===== src/rtl/arm_pkg.sv =====
// Shared ARM pipeline definitions: ALU command encodings, shift types,
// forwarding select codes and a rotate helper.
package arm_pkg;

  localparam logic [3:0] CMD_MOV = 4'b0001;
  localparam logic [3:0] CMD_MVN = 4'b1001;
  localparam logic [3:0] CMD_ADD = 4'b0010;
  localparam logic [3:0] CMD_ADC = 4'b0011;
  localparam logic [3:0] CMD_SUB = 4'b0100;
  localparam logic [3:0] CMD_SBC = 4'b0101;
  localparam logic [3:0] CMD_AND = 4'b0110;
  localparam logic [3:0] CMD_ORR = 4'b0111;
  localparam logic [3:0] CMD_EOR = 4'b1000;

  localparam logic [1:0] SH_LSL = 2'b00;
  localparam logic [1:0] SH_LSR = 2'b01;
  localparam logic [1:0] SH_ASR = 2'b10;
  localparam logic [1:0] SH_ROR = 2'b11;

  localparam logic [1:0] FWD_ID  = 2'b00;
  localparam logic [1:0] FWD_MEM = 2'b01;
  localparam logic [1:0] FWD_WB  = 2'b10;

  // A shift by 32 yields zero, so amount 0 returns x unchanged.
  function automatic logic [31:0] rotr32(input logic [31:0] x, input logic [4:0] r);
    return (x >> r) | (x << (6'd32 - {1'b0, r}));
  endfunction

endpackage


===== src/rtl/exe_stage_if.sv =====
// ID/EXE input bundle and EXE outputs of the execute stage.
// master = upstream/pipeline side, slave = exe_stage.
interface exe_stage_if;

  logic        freeze;
  logic [31:0] pc_in;
  logic        mem_r_en_in;
  logic        mem_w_en_in;
  logic        wb_en_in;
  logic        status_w_en_in;
  logic        branch_taken_in;
  logic        imm_in;
  logic [3:0]  exec_cmd_in;
  logic [31:0] val_rn_in;
  logic [31:0] val_rm_in;
  logic [23:0] signed_immed_24_in;
  logic [3:0]  dest_in;
  logic [11:0] shift_operand_in;
  logic        carry_in;
  logic [1:0]  sel_src1;
  logic [1:0]  sel_src2;
  logic [31:0] mem_fwd_val;
  logic [31:0] wb_fwd_val;

  logic [31:0] branch_addr;
  logic        branch_taken;
  logic [3:0]  status;
  logic [31:0] alu_res;
  logic [31:0] st_val;
  logic [3:0]  dest;
  logic        wb_en;
  logic        mem_r_en;
  logic        mem_w_en;

  modport master (
    output freeze, pc_in, mem_r_en_in, mem_w_en_in, wb_en_in, status_w_en_in,
           branch_taken_in, imm_in, exec_cmd_in, val_rn_in, val_rm_in,
           signed_immed_24_in, dest_in, shift_operand_in, carry_in,
           sel_src1, sel_src2, mem_fwd_val, wb_fwd_val,
    input  branch_addr, branch_taken, status, alu_res, st_val, dest,
           wb_en, mem_r_en, mem_w_en
  );

  modport slave (
    input  freeze, pc_in, mem_r_en_in, mem_w_en_in, wb_en_in, status_w_en_in,
           branch_taken_in, imm_in, exec_cmd_in, val_rn_in, val_rm_in,
           signed_immed_24_in, dest_in, shift_operand_in, carry_in,
           sel_src1, sel_src2, mem_fwd_val, wb_fwd_val,
    output branch_addr, branch_taken, status, alu_res, st_val, dest,
           wb_en, mem_r_en, mem_w_en
  );

endinterface


===== src/rtl/exe_stage_val2_gen.sv =====
// Second-operand generator: rotated 8-bit immediate, 12-bit memory offset,
// or Rm shifted by an immediate amount.
module val2_gen
  import arm_pkg::*;
(
  input  logic [31:0] val_rm,
  input  logic [11:0] shift_operand,
  input  logic        imm,
  input  logic        mem_en,
  output logic [31:0] val2
);

  logic [4:0] sh_amt;

  assign sh_amt = shift_operand[11:7];

  always_comb begin
    val2 = val_rm;
    if (imm) begin
      val2 = rotr32({24'b0, shift_operand[7:0]}, {shift_operand[11:8], 1'b0});
    end else if (mem_en) begin
      val2 = {20'b0, shift_operand};
    end else begin
      case (shift_operand[6:5])
        SH_LSL:  val2 = val_rm << sh_amt;
        SH_LSR:  val2 = val_rm >> sh_amt;
        SH_ASR:  val2 = $signed(val_rm) >>> sh_amt;
        default: val2 = rotr32(val_rm, sh_amt);
      endcase
    end
  end

endmodule


===== src/rtl/exe_stage.sv =====
// Execute stage: operand forwarding, Val2 generation, ALU, NZCV register,
// branch target, EXE/MEM register. Define FORWARDING_EN to enable forwarding muxes.
module exe_stage
  import arm_pkg::*;
(
  input logic        clk,
  input logic        rst,
  exe_stage_if.slave bus
);

  logic [31:0] op1;
  logic [31:0] op2src;
  logic [31:0] val2;
  logic [31:0] b_op;
  logic        cin;
  logic        arith;
  logic [32:0] sum;
  logic [31:0] result;
  logic        v_flag;
  logic [3:0]  status_next;

  logic [3:0]  status_q;
  logic [31:0] alu_res_q;
  logic [31:0] st_val_q;
  logic [3:0]  dest_q;
  logic        wb_en_q;
  logic        mem_r_en_q;
  logic        mem_w_en_q;

`ifdef FORWARDING_EN
  always_comb begin
    case (bus.sel_src1)
      FWD_MEM: op1 = bus.mem_fwd_val;
      FWD_WB:  op1 = bus.wb_fwd_val;
      default: op1 = bus.val_rn_in;
    endcase
    case (bus.sel_src2)
      FWD_MEM: op2src = bus.mem_fwd_val;
      FWD_WB:  op2src = bus.wb_fwd_val;
      default: op2src = bus.val_rm_in;
    endcase
  end
`else
  logic unused_fwd;
  assign unused_fwd = ^{bus.sel_src1, bus.sel_src2, bus.mem_fwd_val, bus.wb_fwd_val};
  assign op1    = bus.val_rn_in;
  assign op2src = bus.val_rm_in;
`endif

  val2_gen u_val2_gen (
    .val_rm        (op2src),
    .shift_operand (bus.shift_operand_in),
    .imm           (bus.imm_in),
    .mem_en        (bus.mem_r_en_in | bus.mem_w_en_in),
    .val2          (val2)
  );

  // Subtraction runs through the same adder as Rn + ~Val2 + cin, so C means "no borrow".
  always_comb begin
    b_op   = val2;
    cin    = 1'b0;
    arith  = 1'b0;
    result = '0;
    case (bus.exec_cmd_in)
      CMD_MOV: result = val2;
      CMD_MVN: result = ~val2;
      CMD_ADD: arith = 1'b1;
      CMD_ADC: begin arith = 1'b1; cin = bus.carry_in; end
      CMD_SUB: begin arith = 1'b1; b_op = ~val2; cin = 1'b1; end
      CMD_SBC: begin arith = 1'b1; b_op = ~val2; cin = bus.carry_in; end
      CMD_AND: result = op1 & val2;
      CMD_ORR: result = op1 | val2;
      CMD_EOR: result = op1 ^ val2;
      default: result = '0;
    endcase
    sum = {1'b0, op1} + {1'b0, b_op} + {32'b0, cin};
    if (arith) result = sum[31:0];
    v_flag = (op1[31] == b_op[31]) && (sum[31] != op1[31]);
    status_next = {result[31], (result == 32'd0),
                   arith ? sum[32] : status_q[1],
                   arith ? v_flag  : status_q[0]};
  end

  always_ff @(posedge clk or posedge rst) begin
    if (rst) begin
      status_q <= '0;
    end else if (bus.status_w_en_in && !bus.freeze) begin
      status_q <= status_next;
    end
  end

  always_ff @(posedge clk or posedge rst) begin
    if (rst) begin
      alu_res_q  <= '0;
      st_val_q   <= '0;
      dest_q     <= '0;
      wb_en_q    <= 1'b0;
      mem_r_en_q <= 1'b0;
      mem_w_en_q <= 1'b0;
    end else if (!bus.freeze) begin
      alu_res_q  <= result;
      st_val_q   <= op2src;
      dest_q     <= bus.dest_in;
      wb_en_q    <= bus.wb_en_in;
      mem_r_en_q <= bus.mem_r_en_in;
      mem_w_en_q <= bus.mem_w_en_in;
    end
  end

  assign bus.branch_addr  = bus.pc_in + {{6{bus.signed_immed_24_in[23]}}, bus.signed_immed_24_in, 2'b00};
  assign bus.branch_taken = bus.branch_taken_in;
  assign bus.status       = status_q;
  assign bus.alu_res      = alu_res_q;
  assign bus.st_val       = st_val_q;
  assign bus.dest         = dest_q;
  assign bus.wb_en        = wb_en_q;
  assign bus.mem_r_en     = mem_r_en_q;
  assign bus.mem_w_en     = mem_w_en_q;

endmodule


===== src/flat_wrapper.sv =====
// flat-port wrapper written by rule: the top's interface ports become plain ports
module exe_stage_flat import arm_pkg::*;
  (clk, rst, bus_freeze, bus_pc_in, bus_mem_r_en_in, bus_mem_w_en_in, bus_wb_en_in, bus_status_w_en_in, bus_branch_taken_in, bus_imm_in, bus_exec_cmd_in, bus_val_rn_in, bus_val_rm_in, bus_signed_immed_24_in, bus_dest_in, bus_shift_operand_in, bus_carry_in, bus_sel_src1, bus_sel_src2, bus_mem_fwd_val, bus_wb_fwd_val, bus_branch_addr, bus_branch_taken, bus_status, bus_alu_res, bus_st_val, bus_dest, bus_wb_en, bus_mem_r_en, bus_mem_w_en);
  exe_stage_if bus_i ();
  input logic clk;
  input logic rst;
  input wire logic [$bits(bus_i.freeze)-1:0] bus_freeze;
  input wire logic [$bits(bus_i.pc_in)-1:0] bus_pc_in;
  input wire logic [$bits(bus_i.mem_r_en_in)-1:0] bus_mem_r_en_in;
  input wire logic [$bits(bus_i.mem_w_en_in)-1:0] bus_mem_w_en_in;
  input wire logic [$bits(bus_i.wb_en_in)-1:0] bus_wb_en_in;
  input wire logic [$bits(bus_i.status_w_en_in)-1:0] bus_status_w_en_in;
  input wire logic [$bits(bus_i.branch_taken_in)-1:0] bus_branch_taken_in;
  input wire logic [$bits(bus_i.imm_in)-1:0] bus_imm_in;
  input wire logic [$bits(bus_i.exec_cmd_in)-1:0] bus_exec_cmd_in;
  input wire logic [$bits(bus_i.val_rn_in)-1:0] bus_val_rn_in;
  input wire logic [$bits(bus_i.val_rm_in)-1:0] bus_val_rm_in;
  input wire logic [$bits(bus_i.signed_immed_24_in)-1:0] bus_signed_immed_24_in;
  input wire logic [$bits(bus_i.dest_in)-1:0] bus_dest_in;
  input wire logic [$bits(bus_i.shift_operand_in)-1:0] bus_shift_operand_in;
  input wire logic [$bits(bus_i.carry_in)-1:0] bus_carry_in;
  input wire logic [$bits(bus_i.sel_src1)-1:0] bus_sel_src1;
  input wire logic [$bits(bus_i.sel_src2)-1:0] bus_sel_src2;
  input wire logic [$bits(bus_i.mem_fwd_val)-1:0] bus_mem_fwd_val;
  input wire logic [$bits(bus_i.wb_fwd_val)-1:0] bus_wb_fwd_val;
  output wire logic [$bits(bus_i.branch_addr)-1:0] bus_branch_addr;
  output wire logic [$bits(bus_i.branch_taken)-1:0] bus_branch_taken;
  output wire logic [$bits(bus_i.status)-1:0] bus_status;
  output wire logic [$bits(bus_i.alu_res)-1:0] bus_alu_res;
  output wire logic [$bits(bus_i.st_val)-1:0] bus_st_val;
  output wire logic [$bits(bus_i.dest)-1:0] bus_dest;
  output wire logic [$bits(bus_i.wb_en)-1:0] bus_wb_en;
  output wire logic [$bits(bus_i.mem_r_en)-1:0] bus_mem_r_en;
  output wire logic [$bits(bus_i.mem_w_en)-1:0] bus_mem_w_en;
  assign bus_i.freeze = bus_freeze;
  assign bus_i.pc_in = bus_pc_in;
  assign bus_i.mem_r_en_in = bus_mem_r_en_in;
  assign bus_i.mem_w_en_in = bus_mem_w_en_in;
  assign bus_i.wb_en_in = bus_wb_en_in;
  assign bus_i.status_w_en_in = bus_status_w_en_in;
  assign bus_i.branch_taken_in = bus_branch_taken_in;
  assign bus_i.imm_in = bus_imm_in;
  assign bus_i.exec_cmd_in = bus_exec_cmd_in;
  assign bus_i.val_rn_in = bus_val_rn_in;
  assign bus_i.val_rm_in = bus_val_rm_in;
  assign bus_i.signed_immed_24_in = bus_signed_immed_24_in;
  assign bus_i.dest_in = bus_dest_in;
  assign bus_i.shift_operand_in = bus_shift_operand_in;
  assign bus_i.carry_in = bus_carry_in;
  assign bus_i.sel_src1 = bus_sel_src1;
  assign bus_i.sel_src2 = bus_sel_src2;
  assign bus_i.mem_fwd_val = bus_mem_fwd_val;
  assign bus_i.wb_fwd_val = bus_wb_fwd_val;
  assign bus_branch_addr = bus_i.branch_addr;
  assign bus_branch_taken = bus_i.branch_taken;
  assign bus_status = bus_i.status;
  assign bus_alu_res = bus_i.alu_res;
  assign bus_st_val = bus_i.st_val;
  assign bus_dest = bus_i.dest;
  assign bus_wb_en = bus_i.wb_en;
  assign bus_mem_r_en = bus_i.mem_r_en;
  assign bus_mem_w_en = bus_i.mem_w_en;
  exe_stage u_core (.clk(clk), .rst(rst), .bus(bus_i));
endmodule

===== config.mk =====
export PLATFORM = sky130hd
export DESIGN_NAME = exe_stage_flat
export DESIGN_NICKNAME = d
export VERILOG_FILES = /design/src/rtl/arm_pkg.sv /design/src/rtl/exe_stage_if.sv /design/src/rtl/exe_stage_val2_gen.sv /design/src/rtl/exe_stage.sv /design/src/flat_wrapper.sv
export SDC_FILE = /design/constraint.sdc
export NUM_CORES = 1
export LEC_CHECK = 0
export ABC_CLOCK_PERIOD_IN_PS = 5900
export BUFFER_PORTS_ARGS = -buffer_cell sky130_fd_sc_hd__buf_4
export CAP_MARGIN = 20
export CORE_ASPECT_RATIO = 1.75
export CORE_MARGIN = 3
export CORE_UTILIZATION = 30
export DETAILED_ROUTE_END_ITERATION = 16
export PLACE_DENSITY = 0.46
export SYNTH_ARGS = -nofsm -noshare
export SYNTH_HDL_FRONTEND = slang
export SYNTH_SLANG_ARGS = --single-unit

===== constraint.sdc =====
create_clock -name clk -period 5.9 [get_ports clk]
set_clock_uncertainty 0.2 [all_clocks]
set_input_delay 0.295 -clock clk [delete_from_list [all_inputs] [get_ports clk]]
set_output_delay 0.295 -clock clk [all_outputs]
set_load 0.005 [all_outputs]

==> results of run 1 <==
==> sequential cells by signal (all words and copies together) (netlist names) <==
| signal | flops |
|---|---|
| u_core.bus.wb_en | 1 |
| u_core.bus.mem_w_en | 1 |
| u_core.bus.dest | 4 |
| u_core.bus.alu_res | 32 |
| u_core.bus.st_val | 32 |
| u_core.bus.mem_r_en | 1 |
| u_core.bus.status | 4 |
==> final cells by class <==
cell class                      instances  area, sq um  share of cell area [%]
Tap cell                              773          967                    3.53
Clock buffer                           10          229                   0.835
Clock inverter                          6         96.3                   0.351
Sequential cell                        75         1880                    6.84
Multi-Input combinational cell       1787        15200                    55.4
Antenna cell                            1         2.50                 0.00912
Inverter                              108          422                    1.54
Timing Repair Buffer                 1051         8650                    31.5
==> per-stage QoR <==
stage | instance area (sq um) | setup TNS, ps
after floorplan | 17700 | 0
after global placement | 25800 | -9490
after detailed placement | 25800 | -9470
after CTS | 26300 | 0
after global routing | 27400 | -110
final | 27400 | 0
==> worst max-delay path by stage <==
stage / from / endpoint / slack [ps] / cells past startpoint
floorplan: bus_shift_operand_in[8] / u_core.bus.status[2] / 4 / 26
global placement: bus_shift_operand_in[7] / u_core.bus.status[2] / -1040 / 27
detailed placement: bus_shift_operand_in[7] / u_core.bus.status[2] / -970 / 27
CTS: bus_shift_operand_in[7] / u_core.bus.status[2] / 1 / 27
global route: bus_shift_operand_in[7] / u_core.bus.status[2] / -110 / 26
finish: bus_shift_operand_in[9] / u_core.bus.status[2] / 50 / 25
==> report_power, final <==
part / switching [W] / total, W / internal [W]
Sequential: 0.0000447 / 0.000633 / 0.000588
Clock: 0.000325 / 0.000702 / 0.000377
Combinational: 0.00181 / 0.00336 / 0.00155
Total: 0.00218 / 0.00469 / 0.00252
==> Yosys cell counts, types with 22 or more instances <==
| master | instances |
|---|---|
| a211oi_1 | 37 |
| a21o_1 | 22 |
| a21oi_1 | 124 |
| a221oi_1 | 30 |
| a22oi_1 | 27 |
| a31oi_1 | 34 |
| and2_1 | 22 |
| buf_2 | 38 |
| clkbuf_1 | 122 |
| dfrtp_1 | 75 |
| ha_1 | 127 |
| inv_1 | 104 |
| mux2_2 | 121 |
| mux2i_1 | 116 |
| mux4_2 | 91 |
| nand2_1 | 182 |
| nand2b_1 | 23 |
| nand3_1 | 61 |
| nor2_1 | 152 |
| nor2b_1 | 25 |
| nor3_1 | 31 |
| o211ai_1 | 37 |
| o21ai_0 | 97 |
| o22ai_1 | 22 |
| xnor2_1 | 53 |
| xor2_1 | 27 |
==> repair_timing <==
item,in CTS,in global routing
setup endpoints to repair,12,17
gates resized for setup,26,155
gates cloned,1,6
hold endpoints to repair,7,35
buffers inserted,1,28
hold buffers,7,1
pin swaps,1,56
==> layout by cell type, fill, tap and decap left out, types with 22 or more instances in the layout <==
| cell type | synthesis | final |
|---|---|---|
| a211oi_1 | 37 | 28 |
| a21o_1 | 22 | 22 |
| a21oi_1 | 124 | 118 |
| a221oi_1 | 30 | 26 |
| a22oi_1 | 27 | 25 |
| a31oi_1 | 34 | 28 |
| buf_12 | 0 | 35 |
| buf_4 | 12 | 977 |
| dfrtp_1 | 75 | 75 |
| ha_1 | 127 | 123 |
| inv_1 | 104 | 100 |
| mux2_2 | 121 | 118 |
| mux2i_1 | 116 | 109 |
| mux4_2 | 91 | 91 |
| nand2_1 | 182 | 180 |
| nand3_1 | 61 | 58 |
| nor2_1 | 152 | 150 |
| nor2b_1 | 25 | 24 |
| nor3_1 | 31 | 27 |
| o211ai_1 | 37 | 37 |
| o21ai_0 | 97 | 88 |
| xnor2_1 | 53 | 49 |
| xor2_1 | 27 | 27 |
==> layer usage <==
layer	up-vias	global-route usage [%]	part of all wire, %
met4	2	45.5	15
met5	-	0	0.0098
met3	615	7.46	5.9
li1	10000	-	-
met1	11400	36.9	30
met2	1338	71.9	49
==> kinds of logic (layout without fill, tap and decap cells) <==
family | Yosys count | in the layout | synth area share, %
AOI/OAI and AO/OA | 646 | 646 | 26.2
xor gates and xnor gates | 82 | 82 | 4.15
adders and majority gates | 130 | 130 | 9.34
buffers and inverters | 307 | 1175 | 7.43
DFF | 75 | 75 | 10.6
muxes | 328 | 328 | 25.9
other | 0 | 1 | 0
and+or+nand+nor | 601 | 601 | 16.3
==> flow_summary.yaml, run 1 <==
outcome:
  status: "complete, no violations"
worst_hold_path:
  whs_path_depth: 2
  min_to: "u_core.bus.st_val[8]"
  hp-start: "bus_val_rm_in[8]"
  hold_class: "in2reg"
logic_synthesis:
  synth_top_area_share_pct: 11.6
  yosys.area.top_type: "mux4_2"
  synthesis.yosys.warnings: 0
  syn_area_per_cell_sq_um: 8.14
  synth_flop_cell: "dfrtp_1"
  ys_ff_latch: 75
  synthTopCellsByArea: "mux4_2 12%, dfrtp_1 11%, ha_1 9.0%, mux2_2 7.7%, mux2i_1 6.6%"
  ys_seq_area_share_pct: 10.6
  synth_nets: 2517
  synth_edf_count: 0
  netlist_instances: 2169
  synthArstFlopShare_pct: 100
  ys_types: 101
  syn_area_sq_um: 17700
worst_setup_path:
  crit_path_end_kind: "register"
  required_ps: 6020
  cp-start-kind: "primary input"
  reg2reg_slack_ps: 4910
  slowest_delay_ps: 760
  path_common_cell: "buf_4"
  cp_max_fo: 9
  critical_path_class: "in2reg"
  crit_family: "simple AND/OR/NAND/NOR gates"
  cp_slowest_cell: "nor2_1"
  rr_worst_depth: 1
  worstPathArrival_ps: 5970
  crit_buf_inv: 6
  reg2reg_to: "u_core.bus.alu_res[26]"
  r2r-start: "u_core.bus.alu_res[26]"
clock_network:
  cts_tree: "done"
  cts_sinks: 75
  clock_latency_ps: 420
  clk_pin_slew_worst_paths_ps: 80
  cts_made_buffers: 9
  cts_max_level: 3
  root_buffer: "clkbuf_16"
  clk_path_buf_depth: 2
global_routing:
  grt_max_degree: 76
  grt_pass1_vias: 23700
  grt_overflow: 0
  antenna_found_initial: 2
  grt_util_all_layers_pct: 40.9
  grt_pass1_wl_microns: 179000
drt:
  wl_per_cell_microns: 34.7
  dr.first_iter.drc_count: 2238
  via_per_inst: 6.13
  drt_pass1_iterations: 6
  drc: 0
  ant_nets: 0
  dr_total_vias: 23400
  drt_wl_total_microns: 132000
die:
  core_sq_um: 58300
  io-pin-count: 326
  dieArea_sq_um: 61900
  die_width_microns: 189
  std_cell_rows: 117
  start_util_pct: 30.3
  die_y_microns: 327
timing:
  timing.hold.ws_ps: 33.2
  final.min_clock_period_ps: 5850
  worst_pin_slew_ps: 997
  setup_ws_ps: 46.5
  period_share_pct: 99.2
  maxClockFrequency_mhz: 171
  report.final.slew_viol_count: 0
  hold_viol: 0
  finalSetupViolCount: 0
  slew-limit-headroom_pct: 33.3
placed_design:
  hpwlAfterDp_microns: 107000
  gp_congestion: 1.06
  portBuffers: 251
  place_inst: 3750
  place_ws_ps: -972
finish:
  finish.utilization_pct: 47.1
  nets: 3380
  fill_cells: 5832
  drive_gt1_share_pct: 46.6
  final-instance-count-excl-fill: 3811
  syn2layout_area_growth_pct: 55.4
power_and_ir_drop:
  finalPower_w: 0.00469
  irDropWorstVdd_mv: 0.159
  leakagePower_nw: 12.6
  power.density_nw_per_um2: 171
run:
  maxCapViolCount: 0
Note: power is estimated with default switching activity, not from simulation.
==> run 2, diff against run 1 <==
--- a/config.mk
+++ b/config.mk
@@ -15,4 +15,5 @@
 export PLACE_DENSITY = 0.46
 export SYNTH_ARGS = -nofsm -noshare
 export SYNTH_HDL_FRONTEND = slang
+export SYNTH_HIERARCHICAL = 1
 export SYNTH_SLANG_ARGS = --single-unit
==> run 2 against run 1 <==
  * Global-route usage shrank 4.7 points
  * Non-clock buffer count shrank 88
  * Routed wire length shrank 14%
  * Critical path type unchanged
==> flow_summary.yaml, run 2 <==
timing:
  timing.hold.ws_ps: 70.2
  worst_pin_slew_ps: 1020
  finalSetupViolCount: 0
  slew-limit-headroom_pct: 31.8
  report.final.slew_viol_count: 0
  rsz0062_at_grt: "true"
  hold_viol: 0
  maxClockFrequency_mhz: 173
  period_share_pct: 97.9
  setup_ws_ps: 122
  final.min_clock_period_ps: 5780
logic_synthesis:
  synth.most_common_cell: "nand2_1"
  yosys.area.top_type: "dfrtp_1"
  syn_area_per_cell_sq_um: 8.13
  synthArstFlopShare_pct: 100
  synth_flop_cell: "dfrtp_1"
  ys_ff_latch: 75
  ys_top_cells_by_count: "165 x nand2_1, 161 x a21oi_1, 149 x nor2_1"
  synthesis.yosys.warnings: 6
  synthTopCellsByArea: "dfrtp_1 11%, mux4_2 10%, ha_1 9.0%, mux2_2 7.0%, mux2i_1 6.7%"
  synth_top_area_share_pct: 10.7
  synth_nets: 2509
  synth_edf_count: 0
  ys_types: 112
  ys_seq_area_share_pct: 10.7
  netlist_instances: 2161
  syn_area_sq_um: 17600
clock_network:
  clk_pin_slew_worst_paths_ps: 90
  clk_path_buf_depth: 2
  cts_sinks: 75
  cts_tree: "done"
  clock_latency_ps: 400
  cts_max_level: 3
  cts_made_buffers: 9
  root_buffer: "clkbuf_16"
die:
  std_cell_rows: 116
  core_sq_um: 57600
  die_y_microns: 326
  start_util_pct: 30.5
  io-pin-count: 326
  dieArea_sq_um: 61600
  die_width_microns: 189
outcome:
  status: "complete, no violations"
global_routing:
  grt_overflow: 0
  grt_pass1_vias: 22300
  grt_pass1_wl_microns: 160000
  antenna_found_initial: 7
  grt_max_degree: 76
  grt_util_all_layers_pct: 36.1
power_and_ir_drop:
  irDropWorstVdd_mv: 0.172
  finalPower_w: 0.00430
  leakagePower_nw: 11.9
  power.density_nw_per_um2: 165
finish:
  mostFrequentLayoutCells: "921 x buf_4, 165 x nand2_1, 154 x a21oi_1"
  layout_commonest_cell: "buf_4"
  finish.utilization_pct: 45.2
  syn2layout_area_growth_pct: 48.4
  nets: 3289
  drive_gt1_share_pct: 43.9
placed_design:
  place_ws_ps: -976
  gp_congestion: 1.13
  portBuffers: 251
  hpwlAfterDp_microns: 92900
drt:
  dr_total_vias: 21700
  dr.first_iter.drc_count: 1494
  ant_nets: 0
  drt_pass1_iterations: 6
  via_per_inst: 5.83
  wl_per_cell_microns: 30.5
  drt_wl_total_microns: 113000
  drc: 0
worst_setup_path:
  cp_max_fo: 11
  cp-start-kind: "primary input"
  critical_path_class: "in2reg"
  worstPathArrival_ps: 5890
  required_ps: 6010
  crit_path_end_kind: "register"
run:
  maxCapViolCount: 0
worst_hold_path:
  hold_class: "in2reg"
-- run 2: cell types whose count changed after synthesis, sizes merged, moves of 16 or more --
cell	previous run	this run
a21oi	125	162
a31oi	35	19
clkbuf	122	102
nand2	182	165
nor3	31	49
-- run 2: per-layer routing --
metal	share of wire, %	routed length [microns]	track usage [%]	vias to the layer above
met2	49	55900	63.3	985
met1	32	36100	33.0	10500
met3	5.4	6120	7.73	417
li1	-	-	-	9750
met5	0.029	33	0	-
met4	13	15300	38.4	6
-- run 2: final cells by class --
| type | count | area (sq um) |
|---|---|---|
| timing repair buffer | 963 | 7630 |
| sequential | 75 | 1880 |
| inverter | 119 | 457 |
| tap | 767 | 960 |
| fill | 5818 | 31600 |
| clock inverter | 7 | 70.1 |
| antenna | 6 | 15.0 |
| clock buffer | 9 | 225 |
| multi-input combinational | 1773 | 14800 |
-- run 2: path summary, 6_finish.rpt --
check                                   startpoint                      to  slack [ps]  cells past startpoint
max                        bus_shift_operand_in[8]    u_core/bus.status[2]         120                     26
min                               bus_val_rm_in[6]    u_core/bus.st_val[6]          70                      3
max reg2reg                   u_core/bus.st_val[7]    u_core/bus.st_val[7]        4920                      1
min reg2reg                   u_core/bus.status[3]    u_core/bus.status[3]         290                      2
max in group asynchronous                      rst  u_core/bus.alu_res[30]        4490                      5
min in group asynchronous                      rst        u_core/bus.wb_en         370                      4
-- run 2: power breakdown --
group	switching [W]	leakage, nW	internal, W
Sequential	0.0000419	0.908	0.000594
Combinational	0.00159	10.9	0.00145
Clock	0.000335	0.142	0.000297
Total	0.00196	11.9	0.00234
-- run 2: cells by family (layout without fill, tap and decap cells) --
kind of cell / after synthesis / count (layout) / share of synthesized area [%]
AO/OA/AOI/OAI: 656 / 656 / 26.3
AND/OR/NAND/NOR: 583 / 583 / 16.2
buffers and inverters: 313 / 1098 / 8.11
multiplexers: 311 / 311 / 24.6
adder cells (fa/ha/maj): 130 / 130 / 9.39
XOR/XNOR: 93 / 93 / 4.72
flip-flops: 75 / 75 / 10.7
other: 0 / 6 / 0
-- run 2: stage by stage --
step | std cells | TNS [ps] | area, sq um
6_report | 3719 | 0 | 26100
5_1_grt | 3713 | -43.3 | 26000
4_1_cts | 3698 | 0 | 25600
3_5_place_dp | 3668 | -3920 | 24900
3_3_place_gp | 3667 | -4420 | 24900
2_1_floorplan | 2161 | 0 | 17800
-- run 2: timing repair --
item | 4_1_cts | 5_1_grt
pin swaps | 18 | 35
hold endpoints to repair | 7 | 36
hold buffers | 7 | 1
gates cloned | 2 | 1
resized for setup | 48 | 53
setup endpoints to repair | 3 | 10
setup buffers | 5 | 12
-- run 2: worst max-delay path, stage by stage --
cell and delay [ps]:
buf_6 110, buf_12 140, buf_12 150, buf_4 190, mux2i_2 180, mux4_2 570
mux2i_1 200, o211a_1 280, a211oi_2 80, buf_4 200, o21ai_2 150, buf_4 130
inv_1 60, xnor2_2 190, ha_4 250, nand3_1 110, nand2_1 80, or4b_4 540
a211oi_4 320, nor3_4 90, a41oi_2 200, o21ai_2 90, mux2i_1 150, or4_1 480
or3_1 330, o41ai_2 300
==> run 3, diff against run 2 <==
--- a/config.mk
+++ b/config.mk
@@ -9,11 +9,9 @@
 export BUFFER_PORTS_ARGS = -buffer_cell sky130_fd_sc_hd__buf_4
 export CAP_MARGIN = 20
 export CORE_ASPECT_RATIO = 1.75
-export CORE_MARGIN = 3
 export CORE_UTILIZATION = 30
 export DETAILED_ROUTE_END_ITERATION = 16
 export PLACE_DENSITY = 0.46
 export SYNTH_ARGS = -nofsm -noshare
 export SYNTH_HDL_FRONTEND = slang
-export SYNTH_HIERARCHICAL = 1
 export SYNTH_SLANG_ARGS = --single-unit
==> run 3 against run 2 <==
  * First-iteration DRC count grew 20%
  * Fmax shrank 1.5%
  * Design area grew 3.0%
  * Via count grew 6.7%
  * Combinational power grew 8.3%
  * Hold slack lost 42 ps
  * Core utilization grew 0.97 points
  * Clock power grew 6.0%
  * Count of clock-buffer cells in the layout is the same
  * Global-route usage grew 6.5 points
  * Power grew 6.5%
  * Register-to-register slack lost 20 ps
  * Largest cell class unchanged
==> flow_summary.yaml, run 3 (synthesis results as in run 1) <==
timing:
  period_share_pct: 99.5
  hold_viol: 0
  report.final.slew_viol_count: 0
  slew-limit-headroom_pct: 14.6
  worst_pin_slew_ps: 1280
  maxClockFrequency_mhz: 170
  setup_ws_ps: 32.1
  finalSetupViolCount: 0
  rsz0062_at_grt: "true"
  final.min_clock_period_ps: 5870
die:
  io-pin-count: 326
  die_width_microns: 185
  die_y_microns: 323
  core_sq_um: 58100
  start_util_pct: 30.4
  std_cell_rows: 117
  dieArea_sq_um: 59900
clock_network:
  clk_path_buf_depth: 2
  root_buffer: "clkbuf_16"
  cts_max_level: 3
  clock_latency_ps: 430
  cts_sinks: 75
  cts_made_buffers: 9
  clk_pin_slew_worst_paths_ps: 80
  cts_tree: "done"
global_routing:
  grt_overflow: 0
  grt_pass1_vias: 23500
  grt_max_degree: 76
  antenna_found_initial: 7
  grt_util_all_layers_pct: 42.6
  grt_pass1_wl_microns: 175000
drt:
  wl_per_cell_microns: 33.6
  dr.first_iter.drc_count: 1796
  drc: 0
  drt_wl_total_microns: 127000
  ant_nets: 0
  via_per_inst: 6.12
  dr_total_vias: 23100
  drt_pass1_iterations: 6
placed_design:
  portBuffers: 251
  gp_congestion: 1.10
  place_ws_ps: -1380
  hpwlAfterDp_microns: 103000
worst_setup_path:
  cp_max_fo: 15
  crit_start: "bus_shift_operand_in[7]"
  required_ps: 6040
  critical_path_class: "in2reg"
  cp-start-kind: "primary input"
  worstPathArrival_ps: 6010
  reg2reg_slack_ps: 4900
  crit_path_end_kind: "register"
  r2r-start: "u_core.bus.alu_res[25]"
finish:
  layout_commonest_cell: "buf_4"
  drive_gt1_share_pct: 45.0
  mostFrequentLayoutCells: "951 x buf_4, 180 x nand2_1, 151 x nor2_1"
  fill_cells: 5793
  nets: 3342
  syn2layout_area_growth_pct: 52.0
worst_hold_path:
  hp-start: "bus_val_rm_in[19]"
  hold_class: "in2reg"
run:
  maxCapViolCount: 0
power_and_ir_drop:
  irDropWorstVdd_mv: 0.180
  power.density_nw_per_um2: 171
  leakagePower_nw: 12.3
  finalPower_w: 0.00458
outcome:
  status: "complete, no violations"
[run 3: changes by cell type in the layout (fill, tap and decap cells not counted), moves of 15 or more]
cell / change
a21oi_1: -35
buf_4: +30
nand2_1: +15
nand3_1: +15
nor3_1: -15
[run 3: layer usage]
metal / routed length [microns] / GRT usage, % / vias up
met5: 23 / 0.0833 / -
met4: 17800 / 49.7 / 4
met3: 8440 / 10.6 / 553
met2: 61600 / 72.9 / 1270
met1: 39200 / 37.9 / 11300
li1: - / - / 9948
[run 3: final timing paths]
check | end | cells past startpoint
max | u_core.bus.status[2] | 25
min | u_core.bus.st_val[19] | 2
max reg2reg | u_core.bus.alu_res[25] | 1
min reg2reg | u_core.bus.st_val[11] | 1
max in group asynchronous | u_core.bus.st_val[7] | 5
min in group asynchronous | u_core.bus.alu_res[5] | 4
[run 3: power by group]
group	leakage, nW	switching [W]	internal (W)	total [W]
clock network	0.157	0.000330	0.000341	0.000670
logic	11.3	0.00176	0.00152	0.00328
registers	0.902	0.0000451	0.000588	0.000633
[run 3: critical path: stages]
cell and delay [ps]:
buf_6 80, buf_12 190, buf_12 200, mux2_2 370
buf_4 150, mux4_2 540, a21oi_1 470, o211ai_1 270
a31oi_4 270, buf_6 150, xnor2_1 70, ha_1 340
buf_4 160, a221oi_2 300, buf_4 160, nand2_1 80
a211oi_2 150, buf_4 180, o21bai_1 90, a31oi_1 200
xor2_1 350, o211ai_1 210, nor4_1 280, nand4_1 210
o41ai_2 230
[run 3: cell type report]
type / count / area, sq um / area share, %
Multi-Input combinational cell: 1787 / 15000 / 56.0
Timing Repair Buffer: 1013 / 8230 / 30.7
Sequential cell: 75 / 1880 / 6.99
Tap cell: 773 / 967 / 3.60
Inverter: 108 / 412 / 1.53
Clock buffer: 9 / 225 / 0.839
Clock inverter: 7 / 90.1 / 0.336
Antenna cell: 5 / 12.5 / 0.0466
[run 3: timing repair]
| action | in CTS | in global routing |
|---|---|---|
| setup endpoints to repair | 20 | 12 |
| endpoints found under the hold margin | 10 | 36 |
| gates resized for setup | 49 | 72 |
| pin swaps | 11 | 23 |
| hold buffers | 10 | 1 |
| buffers inserted | 3 | 10 |
| gates cloned | 3 | 1 |
[run 3: through the flow]
stage	hold slack, ps	cells	area (sq um)	TNS, ps	utilization [%]
global route	25.6	3773	26800	-94.4	46.2
finish	28.3	3777	26800	0	46.2
floorplan	246	2169	17700	0	-
detailed placement	282	3725	25600	-19520	44.0
CTS	9.96	3757	26300	0	45.3
global placement	289	3724	25500	-22490	44.0
